--- src/rtl/edge_filter_multi_pkg.sv ---
// edge_filter_pkg: shared defaults, idle level and channel state layout for the edge filter
package edge_filter_pkg;
  localparam int DEF_NUM_CH = 2;
  localparam int DEF_SYNC_STAGES = 2;
  localparam int DEF_FILT_CNT = 3;
  localparam logic IDLE_LVL = 1'b1;
  typedef struct packed {
    logic [DEF_SYNC_STAGES-1:0]        sync;
    logic                              filt;
    logic [$clog2(DEF_FILT_CNT+1)-1:0] cnt;
  } ch_state_t;
endpackage

--- src/rtl/edge_filter_multi_if.sv ---
// edge_filter_multi_if: line/enable bundle; EDGE_FILTER_STICKY_EN adds the sticky flags
interface edge_filter_multi_if #(parameter int NUM_CH = 2);
  logic              en;
  logic [NUM_CH-1:0] line_in;
  logic [NUM_CH-1:0] line_filt;
  logic [NUM_CH-1:0] rising_edge_found;
  logic [NUM_CH-1:0] falling_edge_found;
`ifdef EDGE_FILTER_STICKY_EN
  logic              clr_sticky;
  logic [NUM_CH-1:0] rise_seen;
  logic [NUM_CH-1:0] fall_seen;
  modport master (output en, line_in, clr_sticky,
                  input line_filt, rising_edge_found, falling_edge_found, rise_seen, fall_seen);
  modport slave (input en, line_in, clr_sticky,
                 output line_filt, rising_edge_found, falling_edge_found, rise_seen, fall_seen);
`else
  modport master (output en, line_in,
                  input line_filt, rising_edge_found, falling_edge_found);
  modport slave (input en, line_in,
                 output line_filt, rising_edge_found, falling_edge_found);
`endif
endinterface

--- src/rtl/edge_filter_multi_ch.sv ---
// edge_filter_ch: one line's synchroniser, stability counter and edge pulses (EDGE_FILTER_STICKY_EN adds sticky flags)
module edge_filter_ch
  import edge_filter_pkg::*;
#(
  parameter int SYNC_STAGES = DEF_SYNC_STAGES,
  parameter int FILT_CNT    = DEF_FILT_CNT
) (
  input  logic clk,
  input  logic n_rst,
  input  logic en_i,
  input  logic line_i,
`ifdef EDGE_FILTER_STICKY_EN
  input  logic clr_sticky_i,
  output logic rise_seen_o,
  output logic fall_seen_o,
`endif
  output logic filt_o,
  output logic rise_o,
  output logic fall_o
);
  localparam int CW = $clog2(FILT_CNT+1);
  typedef struct packed {
    logic [SYNC_STAGES-1:0] sync;
    logic                   filt;
    logic [CW-1:0]          cnt;
  } st_t;
  localparam st_t ST_RST = '{sync: {SYNC_STAGES{IDLE_LVL}}, filt: IDLE_LVL, cnt: '0};
  st_t  st_q, st_d;
  logic rise_q, rise_d, fall_q, fall_d;
  logic sync, accept;
  // next state: accept a new level once it has differed for FILT_CNT enabled cycles
  always_comb begin
    sync = st_q.sync[SYNC_STAGES-1];
    accept = en_i && sync != st_q.filt && st_q.cnt == CW'(FILT_CNT-1);
    st_d.sync = {st_q.sync[SYNC_STAGES-2:0], line_i};
    st_d.filt = accept ? sync : st_q.filt;
    st_d.cnt = !en_i ? st_q.cnt : (sync == st_q.filt || accept) ? '0 : st_q.cnt + 1'b1;
    rise_d = accept && sync;
    fall_d = accept && !sync;
  end
  // state and pulse registers, idle-high on reset
  always_ff @(posedge clk or negedge n_rst)
    if (!n_rst) begin
      st_q <= ST_RST;
      rise_q <= 1'b0;
      fall_q <= 1'b0;
    end else begin
      st_q <= st_d;
      rise_q <= rise_d;
      fall_q <= fall_d;
    end
  assign filt_o = st_q.filt;
  assign rise_o = rise_q;
  assign fall_o = fall_q;
`ifdef EDGE_FILTER_STICKY_EN
  logic rise_seen_q, fall_seen_q;
  // sticky flags latch the visible pulse; a pulse wins over a same-cycle clear
  always_ff @(posedge clk or negedge n_rst)
    if (!n_rst) begin
      rise_seen_q <= 1'b0;
      fall_seen_q <= 1'b0;
    end else begin
      rise_seen_q <= rise_q ? 1'b1 : clr_sticky_i ? 1'b0 : rise_seen_q;
      fall_seen_q <= fall_q ? 1'b1 : clr_sticky_i ? 1'b0 : fall_seen_q;
    end
  assign rise_seen_o = rise_seen_q;
  assign fall_seen_o = fall_seen_q;
`endif
endmodule

--- src/rtl/edge_filter_multi.sv ---
// edge_filter_multi: NUM_CH independent glitch filters with edge pulses (EDGE_FILTER_STICKY_EN adds sticky flags)
module edge_filter_multi
  import edge_filter_pkg::*;
#(
  parameter int NUM_CH      = DEF_NUM_CH,
  parameter int SYNC_STAGES = DEF_SYNC_STAGES,
  parameter int FILT_CNT    = DEF_FILT_CNT
) (
  input logic clk,
  input logic n_rst,
  edge_filter_multi_if.slave bus
);
  for (genvar i = 0; i < NUM_CH; i++) begin : g_ch
    edge_filter_ch #(.SYNC_STAGES(SYNC_STAGES), .FILT_CNT(FILT_CNT)) u_ch (
      .clk          (clk),
      .n_rst        (n_rst),
      .en_i         (bus.en),
      .line_i       (bus.line_in[i]),
`ifdef EDGE_FILTER_STICKY_EN
      .clr_sticky_i (bus.clr_sticky),
      .rise_seen_o  (bus.rise_seen[i]),
      .fall_seen_o  (bus.fall_seen[i]),
`endif
      .filt_o       (bus.line_filt[i]),
      .rise_o       (bus.rising_edge_found[i]),
      .fall_o       (bus.falling_edge_found[i])
    );
  end
endmodule

--- src/flat_wrapper.sv ---
// flat-port wrapper written by rule: the top's interface ports become plain ports
module edge_filter_multi_flat import edge_filter_pkg::*;
#(
  parameter int NUM_CH      = DEF_NUM_CH,
  parameter int SYNC_STAGES = DEF_SYNC_STAGES,
  parameter int FILT_CNT    = DEF_FILT_CNT
)
  (clk, n_rst, bus_en, bus_line_in, bus_line_filt, bus_rising_edge_found, bus_falling_edge_found);
  edge_filter_multi_if #(.NUM_CH(NUM_CH)) bus_i ();
  input logic clk;
  input logic n_rst;
  input wire logic [$bits(bus_i.en)-1:0] bus_en;
  input wire logic [$bits(bus_i.line_in)-1:0] bus_line_in;
  output wire logic [$bits(bus_i.line_filt)-1:0] bus_line_filt;
  output wire logic [$bits(bus_i.rising_edge_found)-1:0] bus_rising_edge_found;
  output wire logic [$bits(bus_i.falling_edge_found)-1:0] bus_falling_edge_found;
  assign bus_i.en = bus_en;
  assign bus_i.line_in = bus_line_in;
  assign bus_line_filt = bus_i.line_filt;
  assign bus_rising_edge_found = bus_i.rising_edge_found;
  assign bus_falling_edge_found = bus_i.falling_edge_found;
  edge_filter_multi #(.NUM_CH(NUM_CH), .SYNC_STAGES(SYNC_STAGES), .FILT_CNT(FILT_CNT)) u_core (.clk(clk), .n_rst(n_rst), .bus(bus_i));
endmodule
--- config.mk ---
export PLATFORM = sky130hd
export DESIGN_NAME = edge_filter_multi_flat
export DESIGN_NICKNAME = d
export VERILOG_FILES = /design/src/rtl/edge_filter_multi_pkg.sv /design/src/rtl/edge_filter_multi_if.sv /design/src/rtl/edge_filter_multi_ch.sv /design/src/rtl/edge_filter_multi.sv /design/src/flat_wrapper.sv
export SDC_FILE = /design/constraint.sdc
export NUM_CORES = 1
export LEC_CHECK = 0
export CORE_MARGIN = 2
export CORE_UTILIZATION = 33
export CTS_CLUSTER_DIAMETER = 80
export DETAILED_ROUTE_END_ITERATION = 16
export PLACE_DENSITY = 0.66
export SYNTH_ARGS = -nofsm -noshare
export SYNTH_HDL_FRONTEND = slang
export SYNTH_SLANG_ARGS = --single-unit
--- constraint.sdc ---
create_clock -name clk -period 4 [get_ports clk]
set_clock_uncertainty 0.15 [all_clocks]
set_input_delay 1 -clock clk [delete_from_list [all_inputs] [get_ports clk]]
set_output_delay 1 -clock clk [all_outputs]
set_load 0.02 [all_outputs]
==> summary.md <==
| Metric | Value |
|---|---|
| Fin util | 0.412 |
| PwrDens | 644 nW/um^2 |
| CTS Buffer Depth | 2 |
| Crit path cell chain | clkdlybuf4s50_1 |
| Die width | roughly 46 um |
| YS warnings | 0 |
| Final worst-path cycle share | 0.654 |
| Hold_buf cts | 0 |
| Crit-path max FO | 5 |
| Max Slew Vio Count | 0 |
| Placed inst area | 667 um^2 |
| Drt first pass iters | 1 |
| Register bit count reported by yosys | 14 |
| Synthesis-to-layout area growth | 19.6% |
| Final global-route overflow total | 0 |
| Crit Path Class | reg2out |
| N_diodes | 0 |
| Max cap viols | 0 |
| Row cnt | 15 |
| Routed length per placed instance | 11.1 um |
| Mapped Area | between 500 and 600 um^2 |
| Max frequency | ~0.38 GHz |
| Initial Utilization | 0.344 |
| WP data arrival | about 1.5 ns |
| Distinct cells, synth | 11 |
| Post-layout instance area | roughly 700 um^2 |
| Final setup vio count | 0 |
| Met2 wire len | 400 um |
| Setup TNS | 0 ns |
| Final count of hold timing violations | 0 |
| Seq pwr share | 0.465 |
| Crit. End Element | output pin |
| CP Launch Type | flip-flop |
| Slowest CP cell | clkdlybuf4s50_1 |
| Die H | ~46 um |
| Sequential share of the synthesized area | 0.609 |
| RePlAce Congestion | 0.633 |
| Gate Count Post-Synth | 45 |
| Status | completed |
| Ports | 11 |
| CTS tree | done |
| Clock share of power | 0.222 |
| Total GRT Usage | 0.115 |
| Reg clk slew, reported paths | ~0.090 ns |
| Avg Cell Area, Syn | roughly 13 um^2 |
| WL met1 | approximately 390 um |
| Initial antenna violation count | 0 |
| LEAKAGE | just under 0.0003 uW |
| WL met3 | slightly above 50 um |
| Max incr delay on CP | approximately 0.61 ns |
| Vias in the first global route | ~350 |
| Max layer used | met4 |
| Final Hold Slack | 0.209 ns |
| Worst-margin pin slew | roughly 0.60 ns |
| VDD IR max | between 0.2 and 0.3 mV |
| Combinational power share | 0.313 |
| Post-layout net count | 60 |
| Die area | 2140 um^2 |
| Core Area | 1710 um^2 |
| Worst-Skew Late Latency | approximately 0.28 ns |
| Syn nets | 52 |
| Final min period | approximately 2.6 ns |
| Critical Path RT | 2.85 ns |
| Sw Ratio | 0.303 |
| Port Buffers | 10 |
| DR iter-0 viols | 0 |
| Vias | 319 |
| Largest net degree at the start of global routing | 15 |
| R2r setup slk | between 2 and 3 ns |
| Int Power | 316 uW |
| NetSw | between 100 and 150 uW |
| Clock root cell | clkbuf_4 |
| Total Routed Length | 856 um |
| H-tree Lvls | 1 |
| Vias per cell | approximately 4.1 |
| Sinks on Clock Net | 14 |
| Setup Fix Bufs, Post-CTS | 0 |
| Share of cells above drive strength 1 | 0.231 |
| Slew margin rel. | 0.602 |
| RSZ-0062 raised after global routing | no |
| First-pass GRT wire length | approximately 1.6 mm |
| PostCTS Resize Cnt | 0 |
| CTS buffer count | 3 |
| Antenna Nets Post-Route | 0 |
| HP Class | reg2reg |
| Residual DRC | 0 |
| Cell family with most CP delay | buffers and inverters |
| Buf/Inv on CP | 1 |
-- final cells by class --
| cell class | instances | area, um^2 |
|---|---|---|
| fill | 159 | 1000 |
| sequential | 14 | 358 |
| multi-input combinational | 20 | 163 |
| timing repair buffer | 10 | 100 |
| clock buffer | 4 | 36.3 |
| tap | 25 | 31.3 |
| inverter | 4 | 15.0 |
-- placed cells by master (no fill, tap or decap) --
cell,count
clkdlybuf4s50_1,10
nand2_1,2
dfrtp_1,8
or3b_1,4
nor3b_1,4
clkbuf_8,1
clkbuf_4,3
dfstp_2,6
mux2_2,2
o22ai_1,4
inv_1,4
ha_1,2
xnor2_1,2
-- state kept, by name (all words and copies together) (netlist names) --
signal                   count
u_core.g_ch.u_ch.fall_o      2
u_core.g_ch.u_ch.filt_o      2
u_core.g_ch.u_ch.rise_o      2
u_core.g_ch.u_ch.st_d        2
u_core.g_ch.u_ch.st_q        6
-- final timing paths --
| path | endpoint | cells after the start | from |
|---|---|---|---|
| max | bus_line_filt[1] | 1 | u_core.g_ch[1].u_ch.filt_o |
| min | u_core.g_ch[0].u_ch.st_q[4] | 0 | u_core.g_ch[0].u_ch.st_d[4] |
| max in group asynchronous | u_core.g_ch[1].u_ch.fall_o | 1 | n_rst |
| min in group asynchronous | u_core.g_ch[1].u_ch.st_q[0] | 1 | n_rst |
| min reg2reg | u_core.g_ch[0].u_ch.st_q[4] | 0 | u_core.g_ch[0].u_ch.st_d[4] |
| max reg2reg | u_core.g_ch[0].u_ch.st_q[1] | 4 | u_core.g_ch[0].u_ch.st_q[0] |
-- cells by family after synthesis --
family | synth area share
mux | 0.0383
buf+inv | 0.115
xor+xnor | 0.0298
simple gates | 0.123
flops | 0.609
fa+ha+maj | 0.0425
compound gates | 0.0425
-- power by group through the flow --
stage / logic, uW / clock network, uW / registers, uW
2_1_floorplan: 114 / 0 / 207
6_report: 142 / 101 / 211
3_3_place_gp: 134 / 0 / 211
4_1_cts: 144 / 106 / 212
5_1_grt: 161 / 117 / 216
3_5_place_dp: 143 / 0 / 214
-- worst register-to-register path: cells and delay by family, from the launching register on --
| family | cells | cell delay (ns) |
|---|---|---|
| buffers and inverters | 1 | 0.06 |
| AO/OA/AOI/OAI | 1 | 0.12 |
| AND/OR/NAND/NOR | 1 | 0.38 |
| flip-flops | 1 | 0.35 |
| adder cells (fa/ha/maj) | 1 | 0.28 |
-- synthesized netlist by cell type (all sizes together) --
cell type  n  area, um^2
buf        7        52.6
dfrtp      8         200
dfstp      6         158
ha         2        25.0
inv        4        15.0
mux2       2        22.5
nand2      2        7.51
nor3b      4        30.0
o22ai      4        25.0
or3b       4        35.0
xnor2      2        17.5
-- metal layers --
layer | up-vias | track usage
met1 | 150 | 0.138
met2 | 8 | 0.156
met3 | 2 | 0.0588
met4 | 0 | 0.0857
met5 | - | 0
li1 | 159 | -
-- stage by stage --
stage,setup WS [ns],std cells,power [uW]
after floorplan,2.18,45,321
after global placement,1.67,73,346
after detailed placement,1.64,73,357
after CTS,1.37,77,462
after global routing,1.32,77,494
final,1.39,77,453
Power figures use the tool's default switching activity.
